$ cat src/rtl/irq_ctrl.sv
// irq_ctrl: multi-channel interrupt controller with a fixed-priority arbiter,
// a trap req/ack handshake to the pipeline, mret return handling and a
// non-maskable watchdog path that pulses a pipeline reset.
//
// Ports:
//   clk, rst (sync, active-low)
//   irq_in       raw interrupt lines (edge/level per EDGE_MASK)
//   wdt_timeout  non-maskable watchdog timeout
//   mask_wr/mask_wdata, gie_wr/gie_wdata   CSR writes
//   stall        pipeline stall, blocks trap acceptance and mret
//   trap_pc      PC in EXE, saved as return PC on acceptance
//   trap_ack     pipeline accepts the trap
//   mret         mret executing in EXE
//   trap_req/trap_vector/trap_id   trap request, ISR target, winning channel
//   ret_valid/ret_pc               one-cycle return redirect and saved epc
//   sys_reset    one-cycle reset pulse to the pipeline registers
//   gie, pending CSR readback
module irq_ctrl #(
  parameter int unsigned        N_IRQ      = 4,
  parameter logic [N_IRQ-1:0]   EDGE_MASK  = N_IRQ'(1),
  parameter logic [31:0]        VEC_BASE   = 32'h0001_0000,
  parameter logic [31:0]        VEC_STRIDE = 32'h0000_0010,
  localparam int unsigned       ID_W       = (N_IRQ > 1) ? $clog2(N_IRQ) : 1
) (
  input  logic             clk,
  input  logic             rst,
  input  logic [N_IRQ-1:0] irq_in,
  input  logic             wdt_timeout,
  input  logic             mask_wr,
  input  logic [N_IRQ-1:0] mask_wdata,
  input  logic             gie_wr,
  input  logic             gie_wdata,
  input  logic             stall,
  input  logic [31:0]      trap_pc,
  input  logic             trap_ack,
  input  logic             mret,
  output logic             trap_req,
  output logic [31:0]      trap_vector,
  output logic [ID_W-1:0]  trap_id,
  output logic             ret_valid,
  output logic [31:0]      ret_pc,
  output logic             sys_reset,
  output logic             gie,
  output logic [N_IRQ-1:0] pending
);

  typedef enum logic [1:0] {
    S_IDLE = 2'd0,
    S_REQ  = 2'd1,
    S_ISR  = 2'd2
  } state_t;

  state_t             state_q, state_d;
  logic               gie_q, gie_d;
  logic               mpie_q, mpie_d;
  logic [N_IRQ-1:0]   mask_q, mask_d;
  logic [N_IRQ-1:0]   pending_q, pending_d;
  logic [N_IRQ-1:0]   prev_irq_q;
  logic [31:0]        epc_q, epc_d;
  logic [ID_W-1:0]    trap_id_q, trap_id_d;
  logic               ret_valid_q, ret_valid_d;
  logic               sys_reset_q, sys_reset_d;
  logic               wdt_prev_q;

  logic [N_IRQ-1:0]   elig;
  logic [ID_W-1:0]    winner;
  logic               accept;
  logic               ret_now;
  logic               withdraw;

  // Lowest eligible index wins; scanning downward leaves the lowest one last.
  always_comb begin
    elig   = pending_q & mask_q;
    winner = '0;
    for (int unsigned i = N_IRQ; i > 0; i--) begin
      if (elig[i-1]) winner = ID_W'(i - 1);
    end
  end

  always_comb begin
    accept   = (state_q == S_REQ) && trap_ack && !stall;
    ret_now  = (state_q == S_ISR) && mret && !stall;
    // Software withdrawing the request only matters if the pipeline did not
    // take the trap in the same cycle; acceptance wins the conflict.
    withdraw = (state_q == S_REQ) && !accept &&
               ((gie_wr && !gie_wdata) || (mask_wr && !mask_wdata[trap_id_q]));
  end

  always_comb begin
    state_d     = state_q;
    gie_d       = gie_q;
    mpie_d      = mpie_q;
    mask_d      = mask_q;
    epc_d       = epc_q;
    trap_id_d   = trap_id_q;
    ret_valid_d = 1'b0;
    sys_reset_d = 1'b0;
    pending_d   = pending_q;

    if (wdt_timeout) begin
      // Watchdog overrides everything; mask and epc survive it.
      sys_reset_d = !wdt_prev_q;
      state_d     = S_IDLE;
      gie_d       = 1'b0;
      mpie_d      = 1'b0;
      pending_d   = '0;
    end else begin
      for (int unsigned i = 0; i < N_IRQ; i++) begin
        if (EDGE_MASK[i]) begin
          // A new rising edge in the acceptance cycle must not be lost.
          pending_d[i] = (irq_in[i] && !prev_irq_q[i]) ||
                         (pending_q[i] && !(accept && (trap_id_q == ID_W'(i))));
        end else begin
          pending_d[i] = irq_in[i];
        end
      end

      if (mask_wr) mask_d = mask_wdata;

      unique case (state_q)
        S_IDLE: begin
          if (gie_q && (elig != '0)) begin
            state_d   = S_REQ;
            trap_id_d = winner;
          end
          if (gie_wr) gie_d = gie_wdata;
        end
        S_REQ: begin
          if (accept) begin
            state_d = S_ISR;
            epc_d   = trap_pc;
            mpie_d  = gie_q;
            gie_d   = 1'b0;
          end else begin
            if (withdraw) state_d = S_IDLE;
            if (gie_wr) gie_d = gie_wdata;
          end
        end
        S_ISR: begin
          if (ret_now) begin
            state_d     = S_IDLE;
            gie_d       = mpie_q;
            ret_valid_d = 1'b1;
          end else if (gie_wr) begin
            gie_d = gie_wdata;
          end
        end
        default: state_d = S_IDLE;
      endcase
    end
  end

  always_ff @(posedge clk) begin
    if (!rst) begin
      state_q     <= S_IDLE;
      gie_q       <= 1'b0;
      mpie_q      <= 1'b0;
      mask_q      <= '0;
      pending_q   <= '0;
      prev_irq_q  <= '0;
      epc_q       <= '0;
      trap_id_q   <= '0;
      ret_valid_q <= 1'b0;
      sys_reset_q <= 1'b0;
      wdt_prev_q  <= 1'b0;
    end else begin
      state_q     <= state_d;
      gie_q       <= gie_d;
      mpie_q      <= mpie_d;
      mask_q      <= mask_d;
      pending_q   <= pending_d;
      prev_irq_q  <= irq_in;
      epc_q       <= epc_d;
      trap_id_q   <= trap_id_d;
      ret_valid_q <= ret_valid_d;
      sys_reset_q <= sys_reset_d;
      wdt_prev_q  <= wdt_timeout;
    end
  end

  assign trap_req    = (state_q == S_REQ);
  assign trap_vector = VEC_BASE + (32'(trap_id_q) * VEC_STRIDE);
  assign trap_id     = trap_id_q;
  assign ret_valid   = ret_valid_q;
  assign ret_pc      = epc_q;
  assign sys_reset   = sys_reset_q;
  assign gie         = gie_q;
  assign pending     = pending_q;

endmodule

$ cat config.mk
export PLATFORM = sky130hd
export DESIGN_NAME = irq_ctrl
export DESIGN_NICKNAME = d
export VERILOG_FILES = /design/src/rtl/irq_ctrl.sv
export SDC_FILE = /design/constraint.sdc
export NUM_CORES = 1
export LEC_CHECK = 0
export CORE_MARGIN = 5
export CORE_UTILIZATION = 35
export CTS_CLUSTER_SIZE = 10
export DETAILED_ROUTE_END_ITERATION = 7
export PLACE_DENSITY = 0.76
export SLEW_MARGIN = 30
export SYNTH_ARGS = -nofsm -noshare
export SYNTH_HDL_FRONTEND = slang
export SYNTH_SLANG_ARGS = --single-unit
$ cat constraint.sdc
create_clock -name clk -period 1.8 [get_ports clk]
set_clock_uncertainty 0.2 [all_clocks]
set_input_delay 0.45 -clock clk [delete_from_list [all_inputs] [get_ports clk]]
set_output_delay 0.45 -clock clk [all_outputs]
set_load 0.01 [all_outputs]
==> flow_summary.json, run 1 <==
{
  "outcome": "complete, but fails checks",
  "violations": "negative setup slack",
  "place_congestion": 0.798,
  "firstDrtPassIters": 2,
  "initial_core_util_pct": 35.8,
  "power_w": 0.00200,
  "io_pins": 123,
  "p_leak_nw": 1.65,
  "ys_ff_latch": 50,
  "totalWireLength_um": 6590,
  "synth.area.top_cells": "dfxtp_1, a21boi_0, nand2_1, buf_4, nor2b_1",
  "clk_latency_ns": 0.30,
  "coreArea_sq_um": 6350,
  "synth.distinct_cells": 37,
  "period_minus_slack_ns": 1.89,
  "drt-met1-wl_um": 2500,
  "yosys-top-cells-count": "nand2_1, dfxtp_1, a21boi_0",
  "finalSetupTns_ns": -1.13,
  "area_growth_syn_to_layout_pct": 64.5,
  "final_cells": 454,
  "hpwl_um": 4330,
  "grt-ovfl-total": 0,
  "die_w_um": 90.6,
  "yosysTopAreaCell": "dfxtp_1",
  "first_iter_violations": 22,
  "met2_length_um": 3390,
  "period_share_pct": 105,
  "synth_top_cell_area_share_pct": 44.0,
  "vdd_drop_max_uv": 425,
  "max_freq_mhz": 530,
  "route.met3.wl_um": 637,
  "fp-row-count": 29,
  "crit_required_ns": 1.79,
  "r2r_start": "state_q[1]",
  "synth_edf_count": 0,
  "synth-seq-area-share_pct": 44.0,
  "fp.dieH_um": 90.6,
  "hold_viol": 0,
  "grt_pass1_vias": 1990,
  "reg2reg_to": "ret_pc[30]",
  "hold_start": "wdt_prev_q",
  "root_buffer": "clkbuf_8",
  "reg2reg_slack_ns": -0.09,
  "place_ws_ns": -0.600,
  "ff2ff_path_depth": 8,
  "powerDensity_nw_per_um2": 534,
  "min_path_cells": 1,
  "yosys_warnings": 0,
  "cap_violations": 0,
  "vias": 2067,
  "cts_hold_buffers": 0,
  "layout-drive-gt1-share_pct": 25.5,
  "maxSlewViolCount": 0,
  "synth_most_common_cell": "nand2_1",
  "cpPeakStageDelay_ns": 0.34,
  "worstSetupStartpointType": "flip-flop",
  "dieArea_sq_um": 8210,
  "antenna_cells": 0,
  "critPathCaptureType": "flip-flop",
  "setup_viol": 34,
  "cts_tree": "yes",
  "rsz0062_at_grt": "yes",
  "dr.max_layer_used": "met4",
  "wire_per_inst_um": 14.5,
  "antenna_found_initial": 0,
  "clk_pin_slew_ns": 0.09,
  "clockBufferDepth": 2,
  "ys.flop_type": "dfxtp_1",
  "detail_route.vias_per_cell": 4.55,
  "worst_hold_path.endpoint": "sys_reset",
  "grt_max_degree": 33,
  "synth_area_sq_um": 2270,
  "clkSinkCount": 50,
  "crit_slowest_cell": "dfxtp_2",
  "hold_path.class": "flip-flop to flip-flop",
  "async_reset_ff_share_pct": 0,
  "grt_usage_pct": 13.6,
  "drc": 0,
  "setup_slack_ns": -0.0868,
  "finalNetCount": 429,
  "portBuffers": 92,
  "h-tree-depth": 2,
  "postSynthAreaPerCell_sq_um": 8.75,
  "crit_fanout": 8,
  "synth_cells": 260,
  "cp_cell_sequence": "inv_2, ha_4, nand3b_1, buf_4, or2_4, clkbuf_16, nand2_1, a21boi_0",
  "arrival_ns": 1.87,
  "ant_nets": 0,
  "cts_buffers": 5,
  "worstSetupPathType": "flip-flop to flip-flop",
  "grt_pass1_wl_um": 9230,
  "dp.cells": 435
}
-- worst max-delay path by stage --
stage	from	endpoint	slack (ns)	cells past startpoint
6_report	state_q[1]	ret_pc[30]	-0.09	8
5_1_grt	state_q[1]	ret_pc[30]	-0.14	8
4_1_cts	trap_id[0]	state_q[1]	-0.10	5
3_5_place_dp	mask_wdata[3]	state_q[0]	-0.60	6
3_3_place_gp	mask_wdata[3]	state_q[1]	-0.55	6
2_1_floorplan	mask_wdata[3]	state_q[1]	-0.07	5
-- placed cells by master, fill, tap and decap left out, drive strengths merged, types with 6 or more instances in the layout --
cell and count:
a21boi 33, buf 29, clkbuf 11, clkdlybuf4s50 42, conb 30, dfxtp 50, dlygate4sd2 47, inv 6
nand2 65, nor2b 9
-- report_power, final --
part | leakage (nW) | internal [W] | switching, W
Clock | 0.0452 | 0.000275 | 0.000370
Sequential | 0.407 | 0.00112 | 0.00000864
Combinational | 1.20 | 0.000138 | 0.0000879
-- cell families after synthesis --
group	count (synthesis)	share of synthesized area [%]
compound gates	53	17.3
fa+ha+maj	4	2.20
buf+inv	50	13.5
flops	50	44.0
mux	6	3.19
other cells	2	0.330
simple gates	95	19.5
-- sequential cells by signal, indices dropped and copies added (netlist names) --
name	cells
ret_pc	32
mask_q	4
pending	4
state_q	2
trap_id	2
gie	1
mpie_q	1
prev_irq_q	1
ret_valid	1
sys_reset	1
wdt_prev_q	1
-- cell type report --
| type | count | area (sq um) |
|---|---|---|
| inverters | 6 | 22.5 |
| well taps | 77 | 96.3 |
| flip-flops and latches | 50 | 1010 |
| multi-input cells | 188 | 1280 |
| fillers | 619 | 2610 |
| repair buffers | 125 | 1240 |
| clock inverters | 2 | 13.8 |
| clock buffers | 6 | 72.6 |
-- critical path: cells and delay by family, from the launching register on --
kind / cells / cell delay (ns)
buffers and inverters: 3 / 0.47
adder cells (fa/ha/maj): 1 / 0.15
AND/OR/NAND/NOR: 3 / 0.53
flip-flops: 1 / 0.34
AO/OA/AOI/OAI: 1 / 0.07
-- routing by layer --
layer,GRT usage (%),vias up
met3,6.58,5
met2,24.3,66
met4,2.98,0
met1,14.2,969
li1,-,1027
met5,0,-
-- stage by stage --
stage | area, sq um | util, % | hold WS, ns
2_1_floorplan | 2400 | - | 0.167
3_5_place_dp | 3320 | 52.3 | 0.188
5_1_grt | 3740 | 58.9 | 0.214
6_report | 3740 | 58.9 | 0.201
4_1_cts | 3390 | 53.4 | 0.200
3_3_place_gp | 3320 | 52.3 | 0.183
-- timing repair --
action                                  in CTS  in global routing
endpoints found under the setup margin      77                 31
gates cloned                                 0                  6
setup buffers                                2                  3
resized for setup                           58                 92
pin swaps                                    1                 47
Power figures use the tool's default switching activity.
==> run 2, diff against run 1 <==
--- a/config.mk
+++ b/config.mk
@@ -6,10 +6,10 @@
 export NUM_CORES = 1
 export LEC_CHECK = 0
 export CORE_MARGIN = 5
-export CORE_UTILIZATION = 35
+export CORE_UTILIZATION = 39
 export CTS_CLUSTER_SIZE = 10
 export DETAILED_ROUTE_END_ITERATION = 7
-export PLACE_DENSITY = 0.76
+export PLACE_DENSITY = 0.8
 export SLEW_MARGIN = 30
 export SYNTH_ARGS = -nofsm -noshare
 export SYNTH_HDL_FRONTEND = slang
==> constraint.sdc (replaced) <==
create_clock -name clk -period 1.75 [get_ports clk]
set_clock_uncertainty 0.2 [all_clocks]
set_input_delay 0.4375 -clock clk [delete_from_list [all_inputs] [get_ports clk]]
set_output_delay 0.4375 -clock clk [all_outputs]
set_load 0.01 [all_outputs]
==> run 2 against run 1 <==
Compared with the run above:
- the run still ends with negative setup slack left
- wire length up 1.4%
- global-route usage up 3.1 points
- worst setup slack worse by 0.035 ns
- via count up 3.7%
- sequential cell count unchanged
- critical path type is now primary input to flip-flop
- largest power group unchanged
==> flow_summary.json, run 2 (same netlist as run 1, synthesis figures left out) <==
{
  "ant_nets": 0,
  "min_path_cells": 1,
  "setup_slack_ns": -0.121,
  "fp-row-count": 27,
  "violations": "negative setup slack",
  "grt-ovfl-total": 0,
  "layout-drive-gt1-share_pct": 24.2,
  "hold_viol": 0,
  "max_freq_mhz": 534,
  "antenna_found_initial": 0,
  "vias": 2144,
  "fp.dieH_um": 86.4,
  "clkSinkCount": 50,
  "grt_pass1_vias": 2055,
  "placed_cell_area_sq_um": 3350,
  "initial_core_util_pct": 40.8,
  "period_minus_slack_ns": 1.87,
  "finalNetCount": 436,
  "worst_hold_path.endpoint": "sys_reset",
  "layout_commonest_cell": "dlygate4sd2_1",
  "grt_pass1_wl_um": 9980,
  "worstSetupPathType": "primary input to flip-flop",
  "setup_viol": 32,
  "cts_buffers": 5,
  "vdd_drop_max_uv": 521,
  "outcome": "complete, but fails checks",
  "reg2reg_slack_ns": -0.09,
  "cp_cell_sequence": "clkdlybuf4s50_1, nor2b_1, o22ai_1, a21o_2, buf_6, o211ai_1, o41ai_2",
  "cts_tree": "yes",
  "final_area_sq_um": 3760,
  "antenna_cells": 0,
  "largest_reg_flops": 32,
  "utilization_pct": 67.5,
  "place_congestion": 0.788,
  "detail_route.vias_per_cell": 4.70,
  "cpPeakStageDelay_ns": 0.48,
  "layout.cells.most_common_list": "dlygate4sd2_1, dfxtp_1, nand2_1",
  "wire_per_inst_um": 14.7,
  "die_w_um": 86.4,
  "cts_hold_buffers": 0,
  "rsz0062_at_grt": "yes",
  "hold_start": "wdt_prev_q",
  "clockBufferDepth": 2,
  "totalWireLength_um": 6680,
  "p_leak_nw": 1.67,
  "coreArea_sq_um": 5570,
  "crit_required_ns": 1.72,
  "first_iter_violations": 82,
  "firstDrtPassIters": 4,
  "ff2ff_path_depth": 8,
  "critPathCaptureType": "flip-flop",
  "portBuffers": 92,
  "crit_fanout": 3,
  "clk_latency_ns": 0.29,
  "crit_slowest_cell": "clkdlybuf4s50_1",
  "cap_violations": 0,
  "reg2reg_to": "state_q[1]",
  "grt_max_degree": 29,
  "r2r_start": "state_q[1]",
  "grt_usage_pct": 16.7,
  "worstSetupStartpointType": "primary input",
  "hpwl_um": 4350,
  "dieArea_sq_um": 7460,
  "io_pins": 123,
  "maxSlewViolCount": 0,
  "hold_path.class": "flip-flop to flip-flop",
  "root_buffer": "clkbuf_8",
  "period_share_pct": 107,
  "powerDensity_nw_per_um2": 584,
  "area_growth_syn_to_layout_pct": 65.3,
  "drc": 0,
  "h-tree-depth": 2,
  "power_w": 0.00220,
  "arrival_ns": 1.84,
  "clk_pin_slew_ns": 0.08
}
run 2: cell count changes in the layout (fill, tap and decap cells not counted), moves of 3 or more:
cell / before / now
a21boi_1: 17 / 24
nand2_4: 13 / 5
nand2_1: 39 / 44
clkdlybuf4s15_1: 0 / 4
buf_6: 3 / 6
buf_4: 21 / 26
a21boi_2: 13 / 7
nand2_2: 13 / 16
run 2: worst max-delay path, delay by kind of cell:
family / cells / cell delay [ns]
AOI/OAI and AO/OA: 4 / 0.61
buffers and inverters: 2 / 0.60
and+or+nand+nor: 1 / 0.20
run 2: power breakdown:
part	internal (W)	leakage [nW]	total (W)	switching, W
clock	0.000428	0.0524	0.000796	0.000368
sequential	0.00115	0.407	0.00116	0.00000910
combinational	0.000145	1.21	0.000242	0.0000969
total	0.00172	1.67	0.00220	0.000474
run 2: area by class of cell:
type                       count  area, sq um
fill                         480         1810
inverter                       6         22.5
multi-input combinational    188         1220
clock buffer                   7         76.3
timing repair buffer         132         1310
tap                           72         90.1
clock inverter                 1         30.0
sequential                    50         1010
run 2: what timing repair did:
action / in CTS / in global routing
gates cloned: 4 / 2
resized for setup: 98 / 49
setup buffers: 7 / 2
pin swaps: 5 / 25
endpoints found under the setup margin: 78 / 38
run 2: how the worst max path moves through the flow:
stage                       start         end  slack (ns)  cells past startpoint
floorplan           mask_wdata[3]  state_q[1]       -0.11                      5
global placement    mask_wdata[3]  state_q[1]       -0.59                      6
detailed placement  mask_wdata[0]  state_q[1]       -0.59                      6
CTS                    trap_id[0]  state_q[1]       -0.08                      5
global route                 mret  state_q[0]       -0.17                      7
finish                       mret  state_q[0]       -0.12                      7
run 2: metal layers:
layer | track usage [%] | up-vias | wire (um)
met2 | 29.2 | 93 | 3310
met1 | 18.7 | 997 | 2620
li1 | - | 1047 | -
met3 | 6.65 | 7 | 694
met5 | 0 | - | 0
met4 | 4.53 | 0 | 53
run 2: metrics by stage:
step	setup TNS [ns]	setup slack, ns	cells	hold WS (ns)
after floorplan	-0.107	-0.107	288	0.167
after global placement	-17.45	-0.591	436	0.176
after detailed placement	-17.79	-0.587	436	0.180
after CTS	-0.522	-0.0798	455	0.192
after global routing	-4.01	-0.170	456	0.201
final	-1.79	-0.121	456	0.188
